[src/rtl/elevator_pkg.sv]
// ============================================================================
// elevator_pkg : shared types, defaults and call-direction helpers
// Rev 1.0
// ============================================================================
`default_nettype none

package elevator_pkg;

  localparam int DEF_NUM_FLOORS = 6;
  localparam int MAX_FLOORS     = 32;

  typedef enum logic [2:0] {
    IDLE       = 3'd0,
    MOVE_UP    = 3'd1,
    MOVE_DOWN  = 3'd2,
    DOOR_OPEN  = 3'd3,
    DOOR_CLOSE = 3'd4
  } state_e;

  // Floor vectors are zero-extended to MAX_FLOORS; currentFloor is one-hot.
  function automatic logic callsAbove(input logic [MAX_FLOORS-1:0] pending,
                                      input logic [MAX_FLOORS-1:0] currentFloor);
    logic [MAX_FLOORS-1:0] mask;
    mask = ~((currentFloor << 1) - MAX_FLOORS'(1));
    return |(pending & mask);
  endfunction

  function automatic logic callsBelow(input logic [MAX_FLOORS-1:0] pending,
                                      input logic [MAX_FLOORS-1:0] currentFloor);
    logic [MAX_FLOORS-1:0] mask;
    mask = currentFloor - MAX_FLOORS'(1);
    return |(pending & mask);
  endfunction

endpackage

`default_nettype wire

[src/rtl/elevator_timer.sv]
// ============================================================================
// elevator_timer : loadable down-counter shared by travel, open and close phases
// Rev 1.0
// ============================================================================
`default_nettype none

module elevator_timer #(
  parameter int WIDTH = 3
) (
  input  logic             clk,
  input  logic             reset_n,
  input  logic             i_clear,
  input  logic [WIDTH-1:0] i_load_val,
  input  logic             i_enable,
  output logic             o_done
);

  logic [WIDTH-1:0] r_cnt;

  // i_clear restarts the phase by loading its length minus one.
  always_ff @(posedge clk or negedge reset_n) begin
    if (!reset_n) begin
      r_cnt <= '0;
    end else if (i_clear) begin
      r_cnt <= i_load_val;
    end else if (i_enable && (r_cnt != '0)) begin
      r_cnt <= r_cnt - WIDTH'(1);
    end
  end

  assign o_done = (r_cnt == '0);

endmodule

`default_nettype wire

[src/rtl/elevator_scheduler.sv]
// ============================================================================
// elevator_scheduler : single-car SCAN elevator controller with door sequencing
// Optional macro ELEV_REOPEN_EN: obstruction or local call reopens a closing door.
// Rev 1.0
// ============================================================================
`default_nettype none

module elevator_scheduler
  import elevator_pkg::*;
#(
  parameter int NUM_FLOORS    = DEF_NUM_FLOORS,
  parameter int TRAVEL_CYCLES = 4,
  parameter int DOOR_CYCLES   = 8,
  parameter int CLOSE_CYCLES  = 2
) (
  input  logic                  clk,
  input  logic                  reset_n,
  input  logic [NUM_FLOORS-1:0] callReq,
  input  logic                  doorHold,
  input  logic                  obstruct,
  output logic [NUM_FLOORS-1:0] currentFloor,
  output logic [NUM_FLOORS-1:0] pending,
  output logic                  moveUp,
  output logic                  moveDown,
  output logic                  doorOpen,
  output logic                  close
);

  localparam int MAX_A   = (TRAVEL_CYCLES > DOOR_CYCLES) ? TRAVEL_CYCLES : DOOR_CYCLES;
  localparam int MAX_CYC = (MAX_A > CLOSE_CYCLES) ? MAX_A : CLOSE_CYCLES;
  localparam int TW      = (MAX_CYC > 1) ? $clog2(MAX_CYC) : 1;

  state_e                r_state, w_next;
  logic [NUM_FLOORS-1:0] r_floor, w_floor_next;
  logic [NUM_FLOORS-1:0] r_pending, w_req, w_clr;
  logic                  r_dir_up, w_dir_next;
  logic                  w_above, w_below, w_done, w_load, w_enable;
  logic [TW-1:0]         w_load_val;

  // Same-cycle calls take part in decisions so an arrival at a new floor stops the car.
  assign w_req   = r_pending | callReq;
  assign w_above = callsAbove(MAX_FLOORS'(w_req), MAX_FLOORS'(r_floor));
  assign w_below = callsBelow(MAX_FLOORS'(w_req), MAX_FLOORS'(r_floor));

  always_comb begin
    w_next       = r_state;
    w_floor_next = r_floor;
    w_dir_next   = r_dir_up;
    case (r_state)
      IDLE: begin
        if (|(w_req & r_floor)) begin
          w_next = DOOR_OPEN;
        end else if (r_dir_up && w_above) begin
          w_next = MOVE_UP;
        end else if (!r_dir_up && w_below) begin
          w_next = MOVE_DOWN;
        end else if (w_above) begin
          w_next     = MOVE_UP;
          w_dir_next = 1'b1;
        end else if (w_below) begin
          w_next     = MOVE_DOWN;
          w_dir_next = 1'b0;
        end
      end
      MOVE_UP: begin
        if (!w_above || r_floor[NUM_FLOORS-1]) begin
          w_next = IDLE;
        end else if (w_done) begin
          w_floor_next = r_floor << 1;
          if (|(w_req & w_floor_next)) begin
            w_next = DOOR_OPEN;
          end else if (!callsAbove(MAX_FLOORS'(w_req), MAX_FLOORS'(w_floor_next))) begin
            w_next = IDLE;
          end
        end
      end
      MOVE_DOWN: begin
        if (!w_below || r_floor[0]) begin
          w_next = IDLE;
        end else if (w_done) begin
          w_floor_next = r_floor >> 1;
          if (|(w_req & w_floor_next)) begin
            w_next = DOOR_OPEN;
          end else if (!callsBelow(MAX_FLOORS'(w_req), MAX_FLOORS'(w_floor_next))) begin
            w_next = IDLE;
          end
        end
      end
      DOOR_OPEN: begin
        if (!doorHold && w_done) begin
          w_next = DOOR_CLOSE;
        end
      end
      DOOR_CLOSE: begin
`ifdef ELEV_REOPEN_EN
        if (obstruct || |(w_req & r_floor)) begin
          w_next = DOOR_OPEN;
        end else if (w_done) begin
          w_next = IDLE;
        end
`else
        if (w_done) begin
          w_next = IDLE;
        end
`endif
      end
      default: w_next = IDLE;
    endcase
  end

`ifndef ELEV_REOPEN_EN
  logic w_unused_obstruct;
  assign w_unused_obstruct = obstruct;
`endif

  assign w_clr = ((w_next == DOOR_OPEN) || (r_state == DOOR_OPEN)) ? w_floor_next : '0;

  // Any phase change, floor step or door hold restarts the shared timer.
  assign w_load   = (w_next != r_state) || (w_floor_next != r_floor) ||
                    ((r_state == DOOR_OPEN) && doorHold);
  assign w_enable = (r_state != IDLE);

  always_comb begin
    case (w_next)
      MOVE_UP, MOVE_DOWN: w_load_val = TW'(TRAVEL_CYCLES - 1);
      DOOR_OPEN:          w_load_val = TW'(DOOR_CYCLES - 1);
      default:            w_load_val = TW'(CLOSE_CYCLES - 1);
    endcase
  end

  elevator_timer #(
    .WIDTH      (TW)
  ) u_timer (
    .clk        (clk),
    .reset_n    (reset_n),
    .i_clear    (w_load),
    .i_load_val (w_load_val),
    .i_enable   (w_enable),
    .o_done     (w_done)
  );

  always_ff @(posedge clk or negedge reset_n) begin
    if (!reset_n) begin
      r_state   <= IDLE;
      r_floor   <= NUM_FLOORS'(1);
      r_pending <= '0;
      r_dir_up  <= 1'b1;
    end else begin
      r_state   <= w_next;
      r_floor   <= w_floor_next;
      r_pending <= w_req & ~w_clr;
      r_dir_up  <= w_dir_next;
    end
  end

  assign currentFloor = r_floor;
  assign pending      = r_pending;
  assign moveUp       = (r_state == MOVE_UP);
  assign moveDown     = (r_state == MOVE_DOWN);
  assign doorOpen     = (r_state == DOOR_OPEN);
  assign close        = (r_state == DOOR_CLOSE);

endmodule

`default_nettype wire

[config.mk]
export PLATFORM = sky130hd
export DESIGN_NAME = elevator_scheduler
export DESIGN_NICKNAME = d
export VERILOG_FILES = /design/src/rtl/elevator_pkg.sv /design/src/rtl/elevator_timer.sv /design/src/rtl/elevator_scheduler.sv
export SDC_FILE = /design/constraint.sdc
export NUM_CORES = 1
export LEC_CHECK = 0
export CORE_MARGIN = 5
export CORE_UTILIZATION = 49
export CTS_BUF_LIST = sky130_fd_sc_hd__clkbuf_16
export DETAILED_ROUTE_END_ITERATION = 16
export HOLD_SLACK_MARGIN = 0.08
export PLACE_DENSITY = 0.86
export SYNTH_ARGS = -nofsm -noshare
export SYNTH_HDL_FRONTEND = slang
export SYNTH_SLANG_ARGS = --single-unit
[constraint.sdc]
create_clock -name clk -period 2.8 [get_ports clk]
set_clock_uncertainty 0.05 [all_clocks]
set_input_delay 0.28 -clock clk [delete_from_list [all_inputs] [get_ports clk]]
set_output_delay 0.28 -clock clk [all_outputs]
set_load 0.005 [all_outputs]
==> metrics <==
outcome=finished, violations left; failing checks=setup timing; worst skew pair latency=0.26 ns; largest area contributor in the netlist=dfrtp_1; worst path required time=2.93 ns; R2R Setup Slk=-0.07 ns; 1st-pass router iterations=5; final core utilization=0.7288; Post-Syn Instances=185; most frequent cells in the layout=37 x buf_4, 24 x clkdlybuf4s50_1, 17 x nor2_1, 17 x dfrtp_1, 12 x o21ai_0; WP buf/inv=2; clock slew at reported path FFs=0.06 ns; synthesized net count=200; die width=68.01 microns; global-route wire length before repair=9011 microns; most frequent CP cell=a21oi_2; footprint of the multi-input gates=0.001199 sq mm; DR WL/cell=20.50 microns; I/O Pins=26; LEAKAGE=0.9354 nW; Critical-path top delay cell=dfstp_2; placed inst area=0.002177 sq mm; worst min-delay path class=primary input to asynchronous set/reset pin; worst path cell trace=inv_4 -> ha_4 -> nor3b_4 -> xor2_1 -> a221oi_2 -> buf_4 -> a22oi_2 -> a21oi_2 -> or3b_4 -> a21o_4 -> a21oi_2; Fill cells=229; CP startpoint kind=flip-flop; Starting Density=0.5021; placed cells=281; relative slew slack=0.3962; FMAX=347.8 MHz; commonest non-fill, non-tap cell in the layout=buf_4; Row Count=21; Setup crit end kind=flip-flop; IO Port Bufs=24; WS Path Type=flip-flop to flip-flop; family with the most delay on the worst path=compound AO/OA/AOI/OAI gates; vias in the first global route=1796; layout cells sized above 1=0.3719; synth warn=0; GRT Util Overall=0.2683; count of state elements after synthesis=19; P per Cell Area=1220 mW/mm^2; sequential share of the synthesized area=0.2898; Yosys top cell area share=0.2580; setup violators final=8; via/cell ratio=6.438; Reg2Reg Depth=11; RSZ-0062 raised after global routing=true; WL final=5904 microns; vias=1854; synth top area cells=dfrtp_1 26%, nor2_1 4.1%, ha_1 3.8%; EDFF count, synth=0; initial antenna violation count=0; Max-cap violations=0; grt total ovfl=0; H-tree levels=1; Fin Hold WS=0.4833 ns; root buf cell=clkbuf_16; Final ANT Viol Nets=0; largest net degree at the start of global routing=20; cts bufs inserted=3; fin. max-slew vios=0; Post-synth top flop=dfrtp_1; RR Startpoint=currentFloor[0]; ys async rst share=1.000; syn avg cell area=8.914 sq um; final worst path period need=2.875 ns; NumNets Final=258; gpl congestion=0.9614; Clock Tree Buf Depth=2; total negative slack=-0.4372 ns; measured slew at the worst slew-check pin=0.9029 ns; Storage cell area=478.0 sq um; die area=0.004625 sq mm; setup ws final=-0.07496 ns; CTS tree=yes; diode count=0; Initial DRC Count=243; synthesized area=0.001649 sq mm; Layout area overhead=45.14%; Final Hold Viols=0; # DRC=0; Die Height=68.01 microns; max incr delay on CP=0.56 ns; Crit Path Max Fanout=6; Layout Cells excl Fill=288; worst path arrival time=3.01 ns; design area=0.002394 sq mm; Core ar.=0.003284 sq mm; reg2reg end=pending[2]; number of distinct library cells after synthesis=60; VDD IR max=716.6 uV; Final Cycle Share=1.027; Post-DP HPWL=3937 microns; CTS sink count=19
power by group:
part	internal [mW]	switching, mW
Sequential	0.375	0.0870
Clock	0.191	0.111
Combinational	1.03	1.13
final cells by class:
class                           count  area share
Inverter                           10     0.01673
Sequential cell                    19      0.1997
Tap cell                           46     0.02405
Clock inverter                      1    0.001568
Clock buffer                        3     0.03136
Timing Repair Buffer               63      0.2258
Multi-Input combinational cell    146      0.5008
worst max-delay path by stage:
stage	cells past startpoint	startpoint	to	slack (ns)
5_1_grt	11	currentFloor[0]	u_timer.r_cnt[2]	-0.16
3_5_place_dp	9	callReq[2]	u_timer.r_cnt[2]	-0.23
6_report	11	currentFloor[0]	pending[2]	-0.07
3_3_place_gp	9	callReq[2]	u_timer.r_cnt[1]	-0.11
2_1_floorplan	11	currentFloor[0]	u_timer.r_cnt[1]	-0.008
4_1_cts	11	currentFloor[0]	u_timer.r_cnt[2]	-0.03
cells in the mapped netlist, types with 4 or more instances:
cell type,count
nor3b_1,4
nand2_1,7
buf_2,5
xnor2_1,4
ha_1,5
inv_1,7
dfrtp_1,17
nor2_1,18
nor3_1,5
o21ai_0,12
a21oi_2,7
a21oi_1,8
mux2i_1,5
cell families (layout without fill, tap and decap cells):
family	after synthesis	after routing	synth area share
buffers and inverters	20	77	0.05615
AO/OA/AOI/OAI	73	73	0.3551
XOR/XNOR	7	7	0.04173
AND/OR/NAND/NOR	56	56	0.1889
adder cells (fa/ha/maj)	5	5	0.03794
multiplexers	5	5	0.03035
flip-flops	19	19	0.2898
metrics by stage:
stage | total power [mW] | setup WS [ns]
CTS | 2.752 | -0.03121
detailed placement | 2.306 | -0.2271
finish | 2.920 | -0.07496
floorplan | 1.607 | -0.007810
global route | 3.051 | -0.1625
global placement | 2.228 | -0.1145
metal layers:
| layer | global-route usage | wire length [microns] | vias to the layer above |
|---|---|---|---|
| met3 | 0.05090 | 485 | 28 |
| met1 | 0.3354 | 2315 | 898 |
| met4 | 0.1489 | 240 | 0 |
| met5 | 0 | 0 | - |
| li1 | - | - | 816 |
| met2 | 0.4320 | 2862 | 112 |
timing repair:
action                     in CTS  in global routing
setup endpoints to repair      11                  9
buffers inserted                2                  1
pin swaps                       2                  7
gates resized for setup        13                 12
hold buffers                    0                  0
state kept, by name, summed over array words and instances (netlist names):
register and count:
r_dir_up 1, currentFloor 6, pending 6, u_timer.r_cnt 3, r_state 3
Note: power is estimated with default switching activity, not from simulation.
